--- config.mk ---
export PLATFORM = sky130hd
export DESIGN_NAME = write_burst_len_ctrl
export DESIGN_NICKNAME = d
export VERILOG_FILES = /design/src/rtl/write_burst_len_ctrl.sv
export SDC_FILE = /design/constraint.sdc
export NUM_CORES = 1
export LEC_CHECK = 0
export ABC_AREA = 1
export CORE_AREA = 2 2 212 214
export CTS_CLUSTER_SIZE = 28
export DETAILED_ROUTE_END_ITERATION = 10
export DIE_AREA = 0 0 214 216
export PLACE_DENSITY = 0.73
export SYNTH_ARGS = -nofsm -noshare
export SYNTH_HDL_FRONTEND = slang
export SYNTH_SLANG_ARGS = --single-unit
--- constraint.sdc ---
create_clock -name clock -period 16.7 [get_ports clock]
set_clock_uncertainty 0.2 [all_clocks]
set_input_delay 1.67 -clock clock [delete_from_list [all_inputs] [get_ports clock]]
set_output_delay 1.67 -clock clock [all_outputs]
set_load 0.005 [all_outputs]
--- src/rtl/write_burst_len_ctrl.sv ---
// write_burst_len_ctrl
//   Write-side burst scheduler for the VDMA frame-store path. On fsync it
//   sizes the segment (whole frame, or one line in LINE mode) in AXI words.
//   It then requests NOR_BURST_LEN-beat bursts, plus one short tail burst per
//   segment. A burst is only requested once the write FIFO holds enough words.
// Ports
//   clock, rst_n          single clock, async active-low reset
//   vactive, hactive      frame geometry, captured on fsync
//   fsync                 frame start pulse; also aborts a frame in progress
//   fifo_count            words currently in the write FIFO
//   burst_req/ack         request handshake, burst_req held until burst_ack
//   burst_len, tail_flag  beats in the request (not minus one) / tail marker
//   burst_done            last W beat of the accepted burst was sent
//   frame_done            one-cycle pulse after the last burst of the frame
module write_burst_len_ctrl #(
  parameter int NOR_BURST_LEN = 200,
  parameter     MODE          = "ONCE",
  parameter int AXI_DSIZE     = 256,
  parameter int DSIZE         = 24,
  parameter int LSIZE         = 9
) (
  input  logic             clock,
  input  logic             rst_n,
  input  logic [15:0]      vactive,
  input  logic [15:0]      hactive,
  input  logic             fsync,
  input  logic [15:0]      fifo_count,
  output logic             burst_req,
  output logic [LSIZE-1:0] burst_len,
  input  logic             burst_ack,
  input  logic             burst_done,
  output logic             tail_flag,
  output logic             frame_done
);

  localparam bit LINE_MODE = (MODE == "LINE");
  localparam int ASH       = $clog2(AXI_DSIZE);
  localparam logic [31:0] NOR = 32'(NOR_BURST_LEN);

  typedef enum logic [2:0] {IDLE, CALC, WAIT_DATA, REQ, WAIT_DONE, DONE} state_t;

  state_t           state_q, state_d;
  logic [15:0]      v_q, v_d, h_q, h_d;
  logic [15:0]      lines_q, lines_d;
  logic [31:0]      seg_words_q, seg_words_d;
  logic [31:0]      remaining_q, remaining_d;
  logic [LSIZE-1:0] len_q, len_d;
  logic             tail_q, tail_d;

  logic [31:0] seg_pix, seg_words, fifo32, rem_after;
  logic [39:0] seg_bits;
  logic        nor_fit, tail_fit;

  always_ff @(posedge clock or negedge rst_n) begin
    if (!rst_n) begin
      state_q     <= IDLE;
      v_q         <= '0;
      h_q         <= '0;
      lines_q     <= '0;
      seg_words_q <= '0;
      remaining_q <= '0;
      len_q       <= '0;
      tail_q      <= 1'b0;
    end else begin
      state_q     <= state_d;
      v_q         <= v_d;
      h_q         <= h_d;
      lines_q     <= lines_d;
      seg_words_q <= seg_words_d;
      remaining_q <= remaining_d;
      len_q       <= len_d;
      tail_q      <= tail_d;
    end
  end

  always_comb begin
    state_d     = state_q;
    v_d         = v_q;
    h_d         = h_q;
    lines_d     = lines_q;
    seg_words_d = seg_words_q;
    remaining_d = remaining_q;
    len_d       = len_q;
    tail_d      = tail_q;

    seg_pix   = LINE_MODE ? {16'd0, h_q} : 32'(v_q) * 32'(h_q);
    seg_bits  = 40'(seg_pix) * 40'(DSIZE);
    // ceil divide by the AXI word width: any leftover bit costs one more word
    seg_words = 32'(seg_bits >> ASH) + {31'd0, |seg_bits[ASH-1:0]};
    fifo32    = {16'd0, fifo_count};
    nor_fit   = (remaining_q >= NOR) && (fifo32 >= NOR);
    tail_fit  = (remaining_q != 32'd0) && (remaining_q < NOR) && (fifo32 >= remaining_q);
    rem_after = remaining_q - 32'(len_q);

    if (fsync) begin
      // fsync always restarts; an in-flight burst_done is never counted
      // because the FSM leaves WAIT_DONE here
      state_d = CALC;
      v_d     = vactive;
      h_d     = hactive;
    end else begin
      case (state_q)
        IDLE: ;
        CALC: begin
          seg_words_d = seg_words;
          remaining_d = seg_words;
          lines_d     = LINE_MODE ? v_q : 16'd1;
          if (seg_words == 32'd0 || lines_d == 16'd0) state_d = DONE;
          else                                        state_d = WAIT_DATA;
        end
        WAIT_DATA: begin
          if (nor_fit) begin
            len_d   = LSIZE'(NOR_BURST_LEN);
            tail_d  = 1'b0;
            state_d = REQ;
          end else if (tail_fit) begin
            len_d   = LSIZE'(remaining_q);
            tail_d  = 1'b1;
            state_d = REQ;
          end
        end
        REQ: if (burst_ack) state_d = WAIT_DONE;
        WAIT_DONE: begin
          if (burst_done) begin
            remaining_d = rem_after;
            state_d     = WAIT_DATA;
            if (rem_after == 32'd0) begin
              lines_d = lines_q - 16'd1;
              if (lines_q == 16'd1) state_d = DONE;
              else                  remaining_d = seg_words_q;
            end
          end
        end
        DONE:    state_d = IDLE;
        default: state_d = IDLE;
      endcase
    end
  end

  // request and pulse are pure state decodes so reset clears them at once
  assign burst_req  = (state_q == REQ);
  assign frame_done = (state_q == DONE);
  assign burst_len  = len_q;
  assign tail_flag  = tail_q;

endmodule
# Word-level counts from Yosys, hierarchy flattened
# Cells that the tools add are included.
# totals
ff_bits,125
inputBits,53
output_inout_bits,12
word_cells,65
# classes
add_sub_neg,3
multipliers,2
n_lt_le_gt_ge,4
n_eq_ne,12
n_mux,20
bitwise,1
reduce_logical,15
# ops
cell,count
2-to-1 mux 32 bit,3
zero test 32 bit,2
case mux 32 bit (2 select lines),1
"multiplier 32 x 2 -> 34 bit, second input constant",1
greater-or-equal comparator 16 x 32 -> 1 bit,1
"greater-or-equal comparator 32 x 8 -> 1 bit, second input constant",1
"less-than comparator 32 x 8 -> 1 bit, second input constant",1
multiplier 16 x 16 -> 32 bit,1
2-to-1 mux 16 bit,2
case mux 16 bit (2 select lines),1
nonzero test 32 bit,1
subtractor 32 x 9 -> 32 bit,1
adder 29 x 1 -> 30 bit,1
2-to-1 mux 3 bit,8
2-to-1 mux 9 bit,2
"equality test 16 x 1 -> 1 bit, second input constant",1
"greater-or-equal comparator 16 x 8 -> 1 bit, second input constant",1
"subtractor 16 x 1 -> 16 bit, second input constant",1
case mux 3 bit (5 select lines),1
AND reduction 4 bit,2
"equality test 3 x 2 -> 1 bit, second input constant",2
"equality test 3 bit, second input constant",2
"!= test 2 bit, second input constant",3
AND reduction 3 bit,2
other kinds (11),15

# Depth between registers and ports, before layout
# Gate-level depths: netlist of run 1.
# logic_depth
depth_word,8
mapped_depth,54
ltp_nobuf,52

# Least setup slack after synthesis of run 1
# Ideal clock, no wire load.
# synth_path
kind,reg2reg
startpoint,reg h_q[3]
endpoint,reg state_q[1]
setup_time_ns,0.117
t_arrival_ns,7.692
t_required_ns,16.383
setup_slack_ns,8.692
path_stages_with_launch,42
n_path_buf,2
synth_period_minus_slack_ns,8.008
path_cell_list,dfrtp_1 clkbuf_1 clkbuf_1 nand2_1 fa_1 fa_1 fa_1 fa_1 inv_1 fa_1 inv_1 fa_1 inv_1 ha_1 a21oi_1 o21ai_0 a31o_2 a221oi_1 [6 not listed] nor2_1 nand4_1 nand2_1 nand2_1 inv_2 nand4_1 nor2_1 nand2_2 nor2_4 nand2_2 nand2_1 nand2_1 nor2_1 nand2_1 o21bai_1 nand2_1 nand2_1 nand2_1
# synth_between
elab_chain_len,8
# synth_lines
item,line_no,rtl
"start, declared",43,"logic [15:0] v_q, v_d, h_q, h_d;"
"start signal, assigned",58,h_q <= '0;
"start signal, assigned",67,h_q <= h_d;
multiplier 16 x 16 -> 32 bit (*),86,"seg_pix = LINE_MODE ? {16'd0, h_q} : 32'(v_q) * 32'(h_q);"
multiplier 32 x 2 -> 34 bit (*),87,seg_bits = 40'(seg_pix) * 40'(DSIZE);
OR reduction 5 bit,89,"seg_words = 32'(seg_bits >> ASH) + {31'd0, |seg_bits[ASH-1:0]};"
adder 29 x 1 -> 30 bit (*),89,
zero test 32 bit (*),108,if (seg_words == 32'd0 || lines_d == 16'd0) state_d = DONE;
2-to-1 mux 3 bit (*),108,
case mux 3 bit (5 select lines) (*),102,case (state_q)
2-to-1 mux 3 bit (*),95,if (fsync) begin
"end signal, assigned",65,state_q <= state_d;
"end, declared",42,"state_t state_q, state_d;"
# Mark *: on every way between the ends. The rest lies on a longest branch, timed or not.
# A chain may end at the register's enable or synchronous reset.

# Worst setup path in the final report of run 1
# layout_path
startpoint,reg v_q[8]
endpoint,reg state_q[2]
# layout_between
elab_chain_len,7
# layout_lines
item,line_no,rtl
"start, declared",43,
"start signal, assigned",66,v_q <= v_d;
multiplier 16 x 16 -> 32 bit,86,
multiplier 32 x 2 -> 34 bit,87,
adder 29 x 1 -> 30 bit,89,
zero test 32 bit,108,
2-to-1 mux 3 bit,108,
case mux 3 bit (5 select lines),102,
2-to-1 mux 3 bit,95,
# Every way passes these cells.

==> results of run 1 <==
[cell families (layout without fill, tap and decap cells)]
family,Yosys count,in the layout,synth area share (%)
flip-flops,123,123,15.7
buffers and inverters,742,750,14.2
XOR/XNOR,65,65,2.93
AND/OR/NAND/NOR,1327,1327,29.2
AO/OA/AOI/OAI,263,263,7.56
adder cells (fa/ha/maj),360,360,30.4
[critical path, delay by kind of cell (launching register included)]
family	cells	cell delay, ns
buf+inv	5	0.34
simple gates	25	2.68
fa+ha+maj	8	3.80
xor+xnor	1	0.17
compound gates	4	1.04
flops	1	0.83
[per-layer routing]
| metal | part of all wire (%) | global-route usage (%) | up-vias |
|---|---|---|---|
| met4 | 2.8 | 7.76 | 0 |
| met2 | 47 | 39.2 | 597 |
| met3 | 6.6 | 3.23 | 103 |
| li1 | - | - | 8755 |
| met5 | 0 | 0 | - |
| met1 | 43 | 29.5 | 8330 |
[registers in the layout, indices dropped and copies added (netlist names)]
signal	count
burst_len	9
h_q	16
lines_q	16
remaining_q	32
seg_words_q	30
state_q	3
tail_flag	1
v_q	16
[layout make-up]
| type | instances | area share (%) |
|---|---|---|
| multi-input combinational | 2015 | 64.5 |
| sequential | 123 | 14.4 |
| inverter | 645 | 11.3 |
| tap | 592 | 3.47 |
| timing repair buffer | 73 | 3.30 |
| clock buffer | 20 | 2.19 |
| clock inverter | 12 | 0.756 |
[layout by cell type (no fill, tap or decap), types with 8 or more instances in the layout]
cell | netlist | routed
nand2_1 | 854 | 854
inv_1 | 627 | 627
fa_1 | 196 | 196
nor2_1 | 177 | 177
ha_1 | 164 | 164
dfrtp_1 | 123 | 123
nand3_1 | 108 | 108
a21oi_1 | 107 | 107
o21ai_0 | 70 | 70
clkdlybuf4s50_1 | 0 | 63
nand4_1 | 61 | 61
xor2_1 | 43 | 43
nand2_2 | 34 | 34
xnor2_1 | 21 | 21
nor3_1 | 20 | 20
a31oi_1 | 17 | 17
nor2_2 | 17 | 17
clkbuf_16 | 0 | 17
inv_2 | 14 | 14
o21ai_1 | 13 | 13
nand3_2 | 11 | 11
o31ai_1 | 11 | 11
nor4_1 | 10 | 10
a22oi_1 | 10 | 10
buf_4 | 2 | 10
o21bai_1 | 8 | 8
nor2_4 | 8 | 8
[worst min path at each step]
stage,slack (ns),to,startpoint
2_1_floorplan,0.24,seg_words_q[29]$_DFFE_PN0P_,seg_words_q[29]$_DFFE_PN0P_
4_1_cts,0.28,seg_words_q[26]$_DFFE_PN0P_,seg_words_q[26]$_DFFE_PN0P_
3_3_place_gp,0.26,seg_words_q[26]$_DFFE_PN0P_,seg_words_q[26]$_DFFE_PN0P_
6_report,0.28,seg_words_q[12]$_DFFE_PN0P_,seg_words_q[12]$_DFFE_PN0P_
3_5_place_dp,0.26,seg_words_q[29]$_DFFE_PN0P_,seg_words_q[29]$_DFFE_PN0P_
5_1_grt,0.31,seg_words_q[7]$_DFFE_PN0P_,seg_words_q[7]$_DFFE_PN0P_
[per-stage QoR]
| stage | utilization (%) | area [sq um] |
|---|---|---|
| floorplan | - | 19700 |
| CTS | 48.7 | 21400 |
| global route | 48.7 | 21400 |
| global placement | 47.3 | 20700 |
| finish | 48.7 | 21400 |
| detailed placement | 47.3 | 20700 |
==> impl_summary.md, run 1 <==
Run status
The run finished with clean final reports.

Global routing
The number of antenna violations at the first check in global routing is 0. The largest net degree at the start of global routing is 65. The wire length of the first global-routing pass is 86.9 mm. The total track usage is 22.8%. Global routing finished with a remaining overflow of 0. The via count of the first global-routing pass came to 17757.

Yosys
Among all flip-flop cells after synthesis, the most frequent one is dfrtp_1. The commonest cells after synthesis are nand2_1, inv_1, fa_1. The register area share after synthesis is 15.7%. The post-synthesis instance total is 2880. By instance count, the leading cell after synthesis is nand2_1. The synthesized area is 19700 sq um. The area fraction of the dominant cell type after synthesis is 20.0%. The count of unique library cells instantiated by Yosys is 55.

Sorting the synthesized cells by area gives the leading types as fa_1, nand2_1, dfrtp_1. The synthesized design spends more area on one cell type than any other, namely fa_1. For this run, asynchronously set or reset flops after synthesis account for 100%.

The synthesized design contains 123 register bits. For this run, the number of Yosys warnings is 0. The number of enable flip-flop cells after synthesis is 0.

The net count after synthesis is 3293. The synthesized area per cell is 6.83 sq um.

Floorplanning
In this run the count of I/O pins placed on the die edge is 65. The die boundary height is 216 um. The floorplan step defined a die boundary enclosing 46200 sq um. The horizontal extent of the die is 214 um. The starting density of the core is 44.8%. In this run the core area contains 77 standard-cell rows. The total area inside the core boundary comes to 43800 sq um.

Clock network
Gates resized during post-CTS repair numbered 0. For this design, the sink count on the clock tree is 123. TritonCTS built the clock tree. The number of setup buffers added after CTS is 0. CTS placed an instance of clkbuf_16 at the clock tree root. The deepest clock path buffer count is 2. The number of hold buffers added after CTS is 0. Clock tree synthesis inserted a total of 17 buffers. The clock-pin transition on the worst setup and hold timing paths is 0.07 ns.

The total number of H-tree levels is 4. The worst-skew pair later-pin latency is 0.45 ns.

STA
In the post-route analysis, the smallest setup slack over all paths is 7.56 ns. The final-report hold violation count was 0. Setup total negative slack on the finished layout was measured at 0 ns. The worst hold-check slack is 0.277 ns. Measured against its own limit, the worst slew margin works out to 28.7%. The number of slew-limit violations in the final report came to 0. The transition time at the pin with the least slew margin is 1.06 ns. Setup violations remaining at the end of the flow were counted as 0. Setup repair after global routing left no endpoint under its margin. The final critical-path required period is 9.14 ns. The final critical path takes up 54.8% of the cycle. The top achievable clock speed is 0.109 GHz.

Layout
The final layout contains 3288 nets. The post-layout instance count excluding filler cells is 3480. The multi-input combinational cell area is 13800 sq um. Compared with the post-synthesis result, the final layout area differs by 8.64%. Summing all flip-flop and latch instances after layout gives 3080 sq um. The share of post-route cells with drive strength above 1 is 5.26%. 0 antenna diodes ended up in the layout. The layout has 4335 filler cells.

Placement
The post-placement cell count is 3448. Once detailed placement completed, the half-perimeter wirelength came to 40.2 mm. Prior to clock tree synthesis, the placed netlist has a worst setup slack of 7.77 ns. During placement, the flow inserted port buffers numbering 64. The congestion estimate from routability-driven global placement came to 0.921.

Worst setup path
In this run the worst setup path begins at v_q[8]$_DFFE_PN0P_. The most critical setup path has its endpoint at state_q[2]$_DFFE_PN0P_. The startpoint of the worst register-to-register path is v_q[8]$_DFFE_PN0P_. By instance count, the cell type seen most on the critical path is nand2_1. Measured in cells, the most critical reg-to-reg path has a length of 43. Data arrives at the worst endpoint at 9.32 ns.

For this design, the slowest cell found on the critical path is dfrtp_1. Data on the critical path is required at its endpoint by 16.87 ns. The worst setup path is captured at a flop. The slack of the worst reg-to-reg path is 7.56 ns. The destination of the worst register-to-register timing path is state_q[2]$_DFFE_PN0P_. For this run, the slowest stage of the critical path takes 0.83 ns. The critical path in this run is classified as reg2reg. The maximum fanout along the worst path is 17. The kind of start point of the critical path is a flop.

Route
The routed length per instance is 14.4 um. The final antenna-violating net count is 0. The post-detailed-route via-to-cell ratio is 5.11. The DRC violation total after the first TritonRoute iteration is 1315. The post-route DRC violation count is 0. The first-pass iteration count of the detailed router is 5. Wires add up to 50.2 mm. Detailed routing inserted a total of 17785 vias.

Flow run
The tool flagged a number of max-cap violations equal to 0.

Hold path
The tightest min-delay check is of the reg2reg type. Counting instances, the worst hold path has a depth of 2.
Power of run 1 is left out: the tool's default activity adds up to more than one toggle a clock period on the data nets, which glitch-free logic cannot reach.
==> inputs of run 2 (changes only) <==
Clock period 16.7 ns to 9 ns, I/O delays scaled along.
==> run 2 against run 1 <==
Cell area rose by 4.7%. Worst hold slack got worse by 0.0037 ns. Sequential cell count did not move. Via count rose by 2.0%. Utilization rose by 2.3 points. Global-route usage rose by 0.46 points. Register-to-register slack got worse by 7.0 ns. Critical endpoint unchanged.
==> impl_summary.md, run 2 (synthesis results as in run 1) <==
Run status
The run finished with clean final reports.

Clock network
The total number of H-tree levels is 4. The worst-skew pair later-pin latency is 0.45 ns. TritonCTS built the clock tree. The number of hold buffers added after CTS is 0. The number of sinks driven by the clock tree is 123. The clock tree root buffer cell is clkbuf_16. Clock tree synthesis inserted a total of 17 buffers.

The clock-pin transition on the worst setup and hold timing paths is 0.06 ns. The deepest clock path buffer count is 2.

Route
The final antenna-violating net count is 0. The post-detailed-route via-to-cell ratio is 5.11. After the first detailed-routing iteration, the DRC count stood at 1325.

The post-route DRC violation count is 0. For this run, the detailed router's first-pass iteration total came to 5. The final routed wirelength across all metal layers is 52.4 mm.

In the final routed layout, each cell accounts on average for 14.8 um. The via count is 18133.

Floorplanning
The die covers 46200 sq um. The initial utilization of the core area, before any placement, comes to 44.8%. The count of boundary I/O pins is 65. The floorplan core area is 43800 sq um. The die is 216 um tall. The site row count is 77. In this run the horizontal extent of the chip is 214 um.

Layout
Of the cells placed in the final design, the portion with a size suffix greater than 1 is 10.4%. The largest registers in the layout are remaining_q (32), seg_words_q (30). After the last flow step, the layout net total stands at 3354. The register with the most flip-flops in the layout has 32 of them. The most common library cell in the layout ignoring fill and taps is nand2_1. The core utilization of the finished layout is 51.0%.

Summing all non-filler instances in the final layout gives an area of 22300 sq um. Leaving out fill and tap cells, the most frequent cells in the layout are nand2_1, inv_1, fa_1, nor2_1, ha_1. From synthesis to final layout, the design area changed by 13.7%. The number of diodes is 0. Ranked by flip-flop count, first place goes to remaining_q.

STA
Final hold analysis gives a worst-case slack of 0.274 ns. The count of endpoints failing setup in the final report is 0. The final-report hold violation count is 0.

At the pin with the least slew margin, the transition time is 1.08 ns. The final critical-path required period is 8.46 ns. The post-route setup TNS is 0 ns. The number of slew-limit violations in the final report is 0. Dividing the final minimum period by the clock period gives 94.0%.

For this run, the top clock speed supported by timing is 0.118 GHz. The tightest slew margin relative to the limit is 27.3%.

Worst setup path
The most common cell type on the critical path is nand2_1. The startpoint of the worst register-to-register path is h_q[6]$_DFFE_PN0P_. The launch point of the critical path is h_q[6]$_DFFE_PN0P_. In this run the worst setup path terminates at state_q[2]$_DFFE_PN0P_.

The slack of the worst reg-to-reg path is 0.54 ns. The worst setup path is launched from a flop. The endpoint identified for the worst register-to-register timing path is state_q[2]$_DFFE_PN0P_.

The cell type of the slowest stage on the worst timing path is fa_1. The class of the most critical setup path is reg2reg. The endpoint required time on the critical path is 9.18 ns. The worst setup path is captured at a flop. In this run the worst path has a maximum fanout of 6. Measured in cells, the most critical reg-to-reg path has a length of 42. For this run, the slowest stage of the critical path takes 0.54 ns.

Data on the critical path arrives at its endpoint at 8.64 ns.

Global routing
The largest net degree at the start of global routing is 69. The number of antenna violations at the first check in global routing is 0. The via count of the first global-routing pass is 18188. The wire length of the first global-routing pass is 88.8 mm. The total track usage is 23.3%. The total overflow left after global routing is 0.

Hold path
The worst min-delay path class is reg2reg. In this run the most critical hold path is launched from seg_words_q[12]$_DFFE_PN0P_. The worst hold path cell count is 2.

Placement
The number of port buffers is 64. The routability congestion estimate from global placement is 0.914. The wire-length estimate of the detail-placed layout is 41.3 mm. After detailed placement, the total cell area comes to 20900 sq um.

Flow run
The tool flagged a number of max-cap violations equal to 0.
-- run 2: cell types whose count changed in the layout (fill, tap and decap cells not counted), moves of 12 or more --
cell     delta
dfrtp_1    -19
buf_4      +63
dfrtp_2    +13
ha_1       -16
a21oi_2    +12
a21oi_1    -12
nor2_1     -12
-- run 2: routing by layer --
| metal | vias to the layer above | wire length (um) | global-route usage [%] |
|---|---|---|---|
| met4 | 0 | 1180 | 6.74 |
| li1 | 8889 | - | - |
| met3 | 93 | 3070 | 3.17 |
| met1 | 8622 | 23200 | 30.6 |
| met2 | 529 | 25000 | 40.0 |
| met5 | - | 0 | 0 |
-- run 2: metrics by stage --
stage | setup WS [ns] | std cells
2_1_floorplan | 0.992 | 2880
3_3_place_gp | 0.0375 | 3477
3_5_place_dp | -0.00762 | 3477
4_1_cts | 0.000582 | 3509
5_1_grt | -0.0504 | 3546
6_report | 0.542 | 3546
-- run 2: critical path: cells and delay by family, from the launching register on --
kind / cells / cell delay [ns]
buffers and inverters: 8 / 0.63
DFF: 1 / 0.52
xor gates and xnor gates: 1 / 0.31
adders and majority gates: 8 / 3.72
AOI/OAI and AO/OA: 6 / 1.16
and+or+nand+nor: 19 / 1.86
-- run 2: how the worst min path moves through the flow --
stage	end	slack [ns]
finish	seg_words_q[12]$_DFFE_PN0P_	0.27
global route	seg_words_q[28]$_DFFE_PN0P_	0.31
CTS	seg_words_q[28]$_DFFE_PN0P_	0.28
detailed placement	seg_words_q[28]$_DFFE_PN0P_	0.26
global placement	seg_words_q[6]$_DFFE_PN0P_	0.26
floorplan	seg_words_q[29]$_DFFE_PN0P_	0.24
-- run 2: layout make-up --
class | instances | area [sq um]
clock inverter | 11 | 168
tap | 592 | 741
multi-input combinational | 2015 | 14200
sequential | 123 | 3120
inverter | 645 | 2420
timing repair buffer | 139 | 1230
clock buffer | 21 | 460
fill | 4240 | 21500
-- run 2: timing repair --
| action | 4_1_cts | 5_1_grt |
|---|---|---|
| setup buffers | 0 | 37 |
| pin swaps | 0 | 26 |
| setup endpoints to repair | 3 | 26 |
| gates resized for setup | 4 | 117 |
Power of run 2 is left out for the same reason.
